===== src/rtl/pipeline_pkg.sv =====
// rtl/pipeline_pkg.sv - shared pipeline types and encodings for fetch and decode
//
// Purpose: fetch FSM state encoding, opcode field layout for the two-word
// test, NOP encoding and the IF/ID bundle type shared with decode.
// Ports: none (package).
package pipeline_pkg;

  localparam int unsigned PC_W_DEF    = 32;
  localparam int unsigned INSTR_W_DEF = 16;

  // Opcode field position and the major opcode that marks a two-word instruction.
  localparam int unsigned OPC_MSB     = 15;
  localparam int unsigned OPC_LSB     = 13;
  localparam logic [2:0]  TWO_WORD_OP = 3'b110;

  localparam logic [INSTR_W_DEF-1:0] NOP = 16'h0000;

  typedef enum logic [1:0] {
    ST_VEC_HI    = 2'd0,
    ST_VEC_LO    = 2'd1,
    ST_FETCH     = 2'd2,
    ST_FETCH_IMM = 2'd3
  } fetch_state_e;

  typedef struct packed {
    logic [INSTR_W_DEF-1:0] instr;
    logic [INSTR_W_DEF-1:0] imm;
    logic [PC_W_DEF-1:0]    pc;
    logic                   valid;
  } if_id_t;

  function automatic logic is_two_word(input logic [INSTR_W_DEF-1:0] word);
    return word[OPC_MSB:OPC_LSB] == TWO_WORD_OP;
  endfunction

endpackage


===== src/rtl/if_id_reg.sv =====
// rtl/if_id_reg.sv - IF/ID pipeline register with hold, flush and load controls
//
// Purpose: holds the instruction handed from fetch to decode.
// Ports:
//   clk, rst        clock, synchronous active-high reset (clears to bubble)
//   flush_i         load a bubble (NOP, valid=0); wins over load_i
//   load_i          load instr_i/imm_i/pc_i with valid=1
//   (neither)       hold current contents
//   instr_o, imm_o, pc_o, valid_o  registered IF/ID contents
module if_id_reg
  import pipeline_pkg::*;
#(
  parameter int unsigned PC_W    = 32,
  parameter int unsigned INSTR_W = 16
) (
  input  logic               clk,
  input  logic               rst,
  input  logic               flush_i,
  input  logic               load_i,
  input  logic [INSTR_W-1:0] instr_i,
  input  logic [INSTR_W-1:0] imm_i,
  input  logic [PC_W-1:0]    pc_i,
  output logic [INSTR_W-1:0] instr_o,
  output logic [INSTR_W-1:0] imm_o,
  output logic [PC_W-1:0]    pc_o,
  output logic               valid_o
);

  logic [INSTR_W-1:0] instr_q;
  logic [INSTR_W-1:0] imm_q;
  logic [PC_W-1:0]    pc_q;
  logic               valid_q;

  always_ff @(posedge clk) begin
    if (rst) begin
      instr_q <= '0;
      imm_q   <= '0;
      pc_q    <= '0;
      valid_q <= 1'b0;
    end else if (flush_i) begin
      instr_q <= INSTR_W'(NOP);
      imm_q   <= '0;
      pc_q    <= '0;
      valid_q <= 1'b0;
    end else if (load_i) begin
      instr_q <= instr_i;
      imm_q   <= imm_i;
      pc_q    <= pc_i;
      valid_q <= 1'b1;
    end
  end

  assign instr_o = instr_q;
  assign imm_o   = imm_q;
  assign pc_o    = pc_q;
  assign valid_o = valid_q;

endmodule


===== src/rtl/fetch_unit.sv =====
// rtl/fetch_unit.sv - fetch stage: PC, reset-vector load, one/two-word assembly
//
// Purpose: owns the PC, loads it from the reset vector, reads instruction
// memory and assembles one- or two-word instructions into IF/ID.
// Ports:
//   clk, rst              clock, synchronous active-high reset
//   load_use_case_enable  0 = stall fetch and IF/ID, 1 = advance
//   jmp_taken/jmp_target  taken jump redirect
//   ret_pc_valid/ret_pc   stack-popped PC redirect (beats jump)
//   imem_addr/imem_data   combinational instruction-memory read
//   if_id_*               IF/ID register to decode (valid=0 is a bubble)
module fetch_unit
  import pipeline_pkg::*;
#(
  parameter int unsigned     PC_W           = 32,
  parameter int unsigned     INSTR_W        = 16,
  parameter logic [PC_W-1:0] RESET_VEC_ADDR = '0
) (
  input  logic               clk,
  input  logic               rst,
  input  logic               load_use_case_enable,
  input  logic               jmp_taken,
  input  logic [PC_W-1:0]    jmp_target,
  input  logic               ret_pc_valid,
  input  logic [PC_W-1:0]    ret_pc,
  output logic [PC_W-1:0]    imem_addr,
  input  logic [INSTR_W-1:0] imem_data,
  output logic [INSTR_W-1:0] if_id_instr,
  output logic [INSTR_W-1:0] if_id_imm,
  output logic [PC_W-1:0]    if_id_pc,
  output logic               if_id_valid
);

  localparam logic [PC_W-1:0] PC_ONE = {{(PC_W-1){1'b0}}, 1'b1};

  fetch_state_e       state_q, state_d;
  logic [PC_W-1:0]    pc_q, pc_d;
  logic [INSTR_W-1:0] first_word_q, first_word_d;
  logic [PC_W-1:0]    first_pc_q, first_pc_d;

  logic               ifid_flush;
  logic               ifid_load;
  logic [INSTR_W-1:0] ifid_instr_d;
  logic [INSTR_W-1:0] ifid_imm_d;
  logic [PC_W-1:0]    ifid_pc_d;

  logic               two_word;
  assign two_word = (imem_data[OPC_MSB:OPC_LSB] == TWO_WORD_OP);

  // Address depends only on registered state, never on inputs.
  always_comb begin
    case (state_q)
      ST_VEC_HI: imem_addr = RESET_VEC_ADDR;
      ST_VEC_LO: imem_addr = RESET_VEC_ADDR + PC_ONE;
      default:   imem_addr = pc_q;
    endcase
  end

  always_ff @(posedge clk) begin
    if (rst) begin
      state_q      <= ST_VEC_HI;
      pc_q         <= '0;
      first_word_q <= '0;
      first_pc_q   <= '0;
    end else begin
      state_q      <= state_d;
      pc_q         <= pc_d;
      first_word_q <= first_word_d;
      first_pc_q   <= first_pc_d;
    end
  end

  always_comb begin
    state_d      = state_q;
    pc_d         = pc_q;
    first_word_d = first_word_q;
    first_pc_d   = first_pc_q;
    ifid_flush   = 1'b0;
    ifid_load    = 1'b0;
    ifid_instr_d = imem_data;
    ifid_imm_d   = '0;
    ifid_pc_d    = pc_q;

    case (state_q)
      // Vector states ignore stall and redirect; IF/ID is kept a bubble.
      ST_VEC_HI: begin
        pc_d[PC_W-1:PC_W-INSTR_W] = imem_data;
        state_d    = ST_VEC_LO;
        ifid_flush = 1'b1;
      end
      ST_VEC_LO: begin
        pc_d[INSTR_W-1:0] = imem_data;
        state_d    = ST_FETCH;
        ifid_flush = 1'b1;
      end
      default: begin
        if (ret_pc_valid) begin
          pc_d       = ret_pc;
          state_d    = ST_FETCH;
          ifid_flush = 1'b1;
        end else if (jmp_taken) begin
          pc_d       = jmp_target;
          state_d    = ST_FETCH;
          ifid_flush = 1'b1;
        end else if (load_use_case_enable) begin
          pc_d = pc_q + PC_ONE;
          if (state_q == ST_FETCH_IMM) begin
            ifid_load    = 1'b1;
            ifid_instr_d = first_word_q;
            ifid_imm_d   = imem_data;
            ifid_pc_d    = first_pc_q;
            state_d      = ST_FETCH;
          end else if (two_word) begin
            // Park the opcode word; the pair leaves together next cycle.
            first_word_d = imem_data;
            first_pc_d   = pc_q;
            ifid_flush   = 1'b1;
            state_d      = ST_FETCH_IMM;
          end else begin
            ifid_load = 1'b1;
          end
        end
        // else: stall, everything holds
      end
    endcase
  end

  if_id_reg #(
    .PC_W    (PC_W),
    .INSTR_W (INSTR_W)
  ) u_if_id_reg (
    .clk     (clk),
    .rst     (rst),
    .flush_i (ifid_flush),
    .load_i  (ifid_load),
    .instr_i (ifid_instr_d),
    .imm_i   (ifid_imm_d),
    .pc_i    (ifid_pc_d),
    .instr_o (if_id_instr),
    .imm_o   (if_id_imm),
    .pc_o    (if_id_pc),
    .valid_o (if_id_valid)
  );

endmodule

===== config.mk =====
export PLATFORM = sky130hd
export DESIGN_NAME = fetch_unit
export DESIGN_NICKNAME = d
export VERILOG_FILES = /design/src/rtl/pipeline_pkg.sv /design/src/rtl/if_id_reg.sv /design/src/rtl/fetch_unit.sv
export SDC_FILE = /design/constraint.sdc
export NUM_CORES = 1
export LEC_CHECK = 0
export ABC_AREA = 1
export BUFFER_PORTS_ARGS = -buffer_cell sky130_fd_sc_hd__buf_2
export CORE_MARGIN = 4
export CORE_UTILIZATION = 40
export CTS_BUF_LIST = sky130_fd_sc_hd__clkbuf_16
export CTS_CLUSTER_SIZE = 8
export DETAILED_ROUTE_END_ITERATION = 8
export PLACE_DENSITY_LB_ADDON = 0.1
export SETUP_SLACK_MARGIN = 0.4
export SLEW_MARGIN = 15
export SYNTH_ARGS = -nofsm -noshare
export SYNTH_HDL_FRONTEND = slang
export SYNTH_SLANG_ARGS = --single-unit

===== constraint.sdc =====
create_clock -name clk -period 1.8 [get_ports clk]
set_input_delay 0.45 -clock clk [delete_from_list [all_inputs] [get_ports clk]]
set_output_delay 0.45 -clock clk [all_outputs]
set_load 0.01 [all_outputs]

## Word-level counts from Yosys, hierarchy flattened

Index checks and enable logic that the tools add are counted.

| word-level totals | value |
|---|---|
| word-level logic and storage cells | 69 |
| output and inout bits | 97 |
| register bits | 147 |
| bits of input ports | 85 |

| cells by class | value |
|---|---|
| bitwise logic cells | 6 |
| add/subtract/negate cells | 1 |
| mux-type cells | 39 |
| reduce and logical (&&, ||, !) cells | 11 |
| eq/ne operators | 3 |

Operator list:

| operator | count |
|---|---|
| two-way mux 32 bit | 8 |
| two-way mux 16 bit | 10 |
| case mux 16 bit (2 select lines) | 2 |
| case mux 32 bit (2 select lines) | 1 |
| adder 32 x 1 -> 32 bit (second input constant) | 1 |
| two-way mux 1 bit | 12 |
| two-way mux 2 bit | 5 |
| nonzero test 4 bit | 2 |
| NOT 1 bit | 6 |
| AND reduction 2 bit | 3 |
| AND reduction 6 bit | 1 |
| nonzero test 6 bit | 1 |
| nonzero test 5 bit | 1 |
| case mux 2 bit (2 select lines) | 1 |
| OR reduction 2 bit | 2 |
| equality test 3 bit (second input constant) | 1 |
| equality test 2 x 1 -> 1 bit (second input constant) | 1 |
| equality test 2 bit (second input constant) | 1 |
| logical NOT 2 bit | 1 |

## Longest topological paths before layout

| depth | value |
|---|---|
| depth in word-level cells | 8 |
| gate-level depth with buffers | 12 |
| mapped depth without buffers | 12 |

## Hierarchy

From an unflattened synthesis, not the netlist that was laid out.

| unflattened totals | value |
|---|---|
| cells, all modules | 1338 |
| area total of the unflattened synthesis | 8212.9 sq um |

By module, submodules not included:

| module | area each (sq um) | seq. area each (sq um) | cells an instance | instances |
|---|---|---|---|---|
| fetch_unit | 5557.8 | 1641.6 | 930 | 1 |
| if_id_reg | 2655.0 | 1301.2 | 408 | 1 |

## Least setup slack after synthesis

Ideal clock, no wire load.

| path | value |
|---|---|
| path kind | input to register |
| start | input ret_pc_valid |
| end | register first_pc_q[0] |
| path buffers | 2 |
| stages | 8 |
| slack | 0.175 ns |
| setup time | 0.123 ns |
| data required time | 1.677 ns |
| arrival | 1.502 ns |
| path through | inv_2 -> nand2_2 -> nor2_4 -> nand2_2 -> nor3_2 -> buf_2 -> buf_2 -> a21oi_1 |

| between the ends | value |
|---|---|
| longest elaborated chain between the ends | 2 |

Ends and longest elaborated chain:

| item | RTL line | source |
|---|---|---|
| start: declaration | fetch_unit.sv:24 | `input logic ret_pc_valid,` |
| NOT 1 bit (no line) | - |  |
| AND reduction 6 bit (no line) | - |  |
| end signal: assignment | fetch_unit.sv:69 | `first_pc_q <= first_pc_d;` |
| end: declaration | fetch_unit.sv:39 | `logic [PC_W-1:0] first_pc_q, first_pc_d;` |

Every way passes these cells.
A chain may end at the register's enable or synchronous reset.

## Final worst setup path

| path | value |
|---|---|
| start | register state_q[1] |
| end | register u_if_id_reg.instr_q[9], in the netlist u_if_id_reg.instr_o[9] |

| between the ends | value |
|---|---|
| longest elaborated chain between the ends | 7 |
| elaborated cells between the ends (all ways) | 20 |

Ends and longest elaborated chain:

| item | RTL line | source |
|---|---|---|
| start: declaration | fetch_unit.sv:36 | `fetch_state_e state_q, state_d;` |
| start signal: assignment | fetch_unit.sv:66 | `state_q <= state_d;` |
| equality test 2 bit | fetch_unit.sv:107 | `if (state_q == ST_FETCH_IMM) begin` |
| two-way mux 1 bit | fetch_unit.sv:107 |  |
| two-way mux 1 bit | fetch_unit.sv:105 | `end else if (load_use_case_enable) begin` |
| two-way mux 1 bit | fetch_unit.sv:101 | `end else if (jmp_taken) begin` |
| two-way mux 1 bit | fetch_unit.sv:97 | `if (ret_pc_valid) begin` |
| two-way mux 1 bit | fetch_unit.sv:84 | `case (state_q)` |
| OR reduction 2 bit (no line) | - |  |
| end signal: assignment | if_id_reg.sv:41 | `instr_q <= INSTR_W'(NOP);` |
| end signal: assignment | if_id_reg.sv:46 | `instr_q <= instr_i;` |
| end: declaration | if_id_reg.sv:29 | `logic [INSTR_W-1:0] instr_q;` |

Parallel ways exist; a longest one is shown, timed or not.

==> results.env <==
OUTCOME='finished clean'
PWR-SHARE-CLK_PCT=38.0
GLOBALROUTE.TOTALOVERFLOW=0
DIE_H_UM=145
MAXCAPVIOLATIONS=0
SYNTH_CELL_AREA_MM2=0.00749
TRACK_USAGE_PCT=27.9
VIASPERCELL=5.46
WORST_HOLD_SLACK_NS=0.330
TIMING.FINAL.CRIT_PERIOD_NS=1.79
COMBPWRFRAC_PCT=23.1
TNS_NS=0
INITIAL_UTILIZATION_PCT=41.1
FINAL-SETUP-VIOL-COUNT=0
TRITONCTS_CLOCK_TREE='done'
WORST_SLEW_PIN_SLEW_NS=0.442
NETLIST-CELL-TYPE-COUNT=31
STDCELL_COUNT=1673
DR.FIRST_ITER.DRC_COUNT=912
PROPORTION_OF_POWER_DRAWN_BY_FLIP_FLOPS_AND_LATCHES_PCT=38.9
ROUTE.DETAILED.WL_PER_INST_UM=19.0
DPL.CELL_COUNT=1559
HTREEDEPTH=4
DETAIL-ROUTE-ANTENNA-NETS=0
ANTENNA_DIODE_COUNT=0
ENDPOINT_KIND='flop'
DETAIL_ROUTE.WIRELENGTH_MM=31.8
TIMING.HOLD.WORST_PATH_DEPTH=3
GPL.FINAL_WEIGHTED_CONGESTION=0.922
CRIT_TYPE='reg -> reg'
PORT_BUFFERS=181
DESIGN_AREA_MM2=0.0121
CLK_PIN_SLEW_NS=0.06
LAYOUT.FILLER_CELLS=1545
RRSETUPSLACK_NS=0.01
CLOCK_SKEW_NS=0.00607
POWERDENSITY_mW_PER_MM2=759
HOLD_VIOL=0
P_INT_mW=6.28
GRT_MAX_DEGREE=54
IOPINCOUNT=182
WORSTPATHREQUIRED_NS=2.11
IR_WORST_VDD_mV=0.644
SYNTH_NET_COUNT=1237
TIMING.CRITICAL_PATH.ARRIVAL_NS=2.10
RR_WORST_DEPTH=11
R2R-START='state_q[1]$_SDFFE_PP0P_'
DRT_PASS1_ITERATIONS=5
LAYOUT.AREA.SEQ_MM2=0.00300
GRT_ANTENNA_BEFORE_REPAIR=0
CP-START-KIND='flop'
PLACEABLECOREAREA_MM2=0.0182
YS_TOP_CELLS_BY_AREA='dfxtp_1 (39%), nand2_1 (15%), a21oi_1 (13%)'
CRITICAL-PATH-SLOWEST-CELL='dfxtp_4'
POST_SYNTH_INST_COUNT=1151
WORSTPATHCELLLIST='buf_6 -> buf_12 -> buf_6 -> a21oi_4 -> nor2_4 -> clkinv_4 -> buf_12 -> buf_4 -> buf_16 -> nand2_1 -> a21oi_1'
NNETSFINAL=1517
TIMING.RR.END='u_if_id_reg.instr_o[9]$_SDFFE_PP0P_'
YS_SEQ_ELEMENTS=147
MAX_CLOCK_FREQ_MHz=559
LAYOUT-DRIVE-GT1-SHARE_PCT=42.8
REMAINING_DRC_ERRORS=0
MIN_DELAY_WORST_ENDPOINT='pc_q[1]$_SDFFE_PP0P_'
YS_SEQ_AREA_SHARE_PCT=39.3
POWER_TOTAL_mW=9.18
LEAKAGEPOWER_nW=5.41
FIRST_GLOBAL_VIAS=8140
POWER.SWITCHING_FRACTION_PCT=31.6
YOSYSTOPAREACELLSHARE_PCT=39.3
LATEST_CLOCK_ARRIVAL_WITHIN_THE_WORST_SKEW_PAIR_NS=0.43
GRT_SETUP_UNREPAIRED='true'
POSTSYNTHAREAPERCELL_UM2=6.51
WORST_SLEW_MARGIN_REL_PCT=70.5
CP_SLOWEST_STAGE_DELAY_NS=0.37
SYN2LAYOUT_AREA_GROWTH_PCT=61.6
DETAILED_PLACE.AREA_MM2=0.00913
DIE_AREA_MM2=0.0210
YS_WARN_COUNT=0
CORE_ROWS=49
TIMING.HOLD.WORST.CLASS='in -> reg'
MULTI_INPUT_AREA_MM2=0.00493
CHIPWIDTH_UM=145
TRITONCTS.NUM_BUFFERS=17
CTS_ROOT_BUFFER='clkbuf_16'
MAXSLEWVIOLCOUNT=0
FIRST_PASS_GRT_WIRE_LENGTH_MM=45.0
MAXIMUM_NUMBER_OF_BUFFERS_FROM_CLOCK_ROOT_TO_SINK=2
TIMING.HOLD.WORST.START='ret_pc[1]'
CRITICAL_PATH.MAX_FANOUT=6
SYNTH_TOP_CELL_BY_AREA='dfxtp_1'
NET_SWITCHING_COMPONENT_OF_THE_POWER_mW=2.90
HPWL_AFTER_DETAILED_PLACEMENT_MM=20.5
POST-ROUTE-PERIOD-UTIL_PCT=99.3
CLOCK_SINKS=147
NUM_VIAS=9138
worst max path at each step:
stage / from / endpoint / slack, ns / depth (start not counted)
after floorplan: jmp_taken / u_if_id_reg.instr_o[10]$_SDFFE_PP0P_ / 0.25 / 11
after global placement: jmp_taken / pc_q[22]$_SDFFE_PP0P_ / -0.08 / 12
after detailed placement: jmp_taken / pc_q[22]$_SDFFE_PP0P_ / -0.08 / 12
after CTS: state_q[1]$_SDFFE_PP0P_ / imem_addr[9] / 0.06 / 5
after global routing: state_q[1]$_SDFFE_PP0P_ / u_if_id_reg.instr_o[7]$_SDFFE_PP0P_ / -0.06 / 11
final: state_q[1]$_SDFFE_PP0P_ / u_if_id_reg.instr_o[9]$_SDFFE_PP0P_ / 0.01 / 11
metal layers:
layer	global-route usage (%)	routed length, um
met5	0	0
met4	7.66	894
met3	4.96	3110
met2	42.8	14500
met1	40.3	13300
state kept, by name, summed over array words and instances (netlist names):
name and flops:
first_word_q 16, first_pc_q 32, u_if_id_reg.valid_o 1, state_q 2, u_if_id_reg.instr_o 16, u_if_id_reg.pc_o 32
u_if_id_reg.imm_o 16, pc_q 32
through the flow:
step	setup WS (ns)	util, %
finish	0.0120	66.5
global route	-0.0627	66.5
global placement	-0.0823	50.2
CTS	0.0646	58.7
detailed placement	-0.0844	50.2
floorplan	0.248	-
cells in the final DEF (no fill, tap or decap), drive strengths merged, types with 2 or more instances in the layout:
cell / n
nor3: 7
clkinv: 10
xor2: 6
clkbuf: 25
inv: 99
nand3: 41
and2: 2
o211ai: 42
o21ai: 107
bufinv: 2
dfxtp: 147
nor2: 123
o21bai: 2
nand2: 300
a21oi: 196
buf: 326
synth_stat cells, drive strengths merged:
cell type,n
a211oi,1
and2,2
dfxtp,147
nor3b,1
inv,97
nand2,300
o221ai,1
nand3b,1
nand4,1
nor3,7
o211ai,42
a21oi,196
o21bai,2
xor2,6
buf,31
o21ai,107
ha,1
nor2,123
a221oi,1
nand3,41
clkbuf,43
power groups by stage:
stage	clock [mW]	combinational, mW	sequential [mW]
finish	3.49	2.12	3.58
global route	3.63	2.29	3.59
CTS	3.49	1.81	3.55
detailed placement	0	1.53	3.60
global placement	0	1.52	3.60
floorplan	0	0.887	3.56
area by class of cell:
cell class                 instances  share of cell area, %
multi-input combinational        833                   40.7
sequential                       147                   24.8
timing repair buffer             335                   24.0
clock buffer                      17                   3.52
inverter                          97                   3.44
tap                              229                   2.37
clock inverter                    15                   1.16
critical path: cells and delay by family, from the launching register on:
| kind | cells | cell delay, ns |
|---|---|---|
| buffers and inverters | 7 | 0.91 |
| flip-flops | 1 | 0.37 |
| AND/OR/NAND/NOR | 2 | 0.26 |
| AO/OA/AOI/OAI | 2 | 0.12 |
kinds of logic after synthesis:
kind of cell | Yosys count | share of synthesized area, %
adder cells (fa/ha/maj) | 1 | 0.167
XOR/XNOR | 6 | 0.702
AO/OA/AOI/OAI | 350 | 25.0
AND/OR/NAND/NOR | 476 | 25.6
buffers and inverters | 171 | 9.21
flip-flops | 147 | 39.3
what timing repair did:
action                                  CTS  global route
cloned                                   12            11
gates resized for setup                 126           315
endpoints found under the setup margin  172           183
setup buffers                            31            28
pin swaps                                43            65
hold buffers                              0             0
No activity file was read; power rests on OpenSTA's default activity.
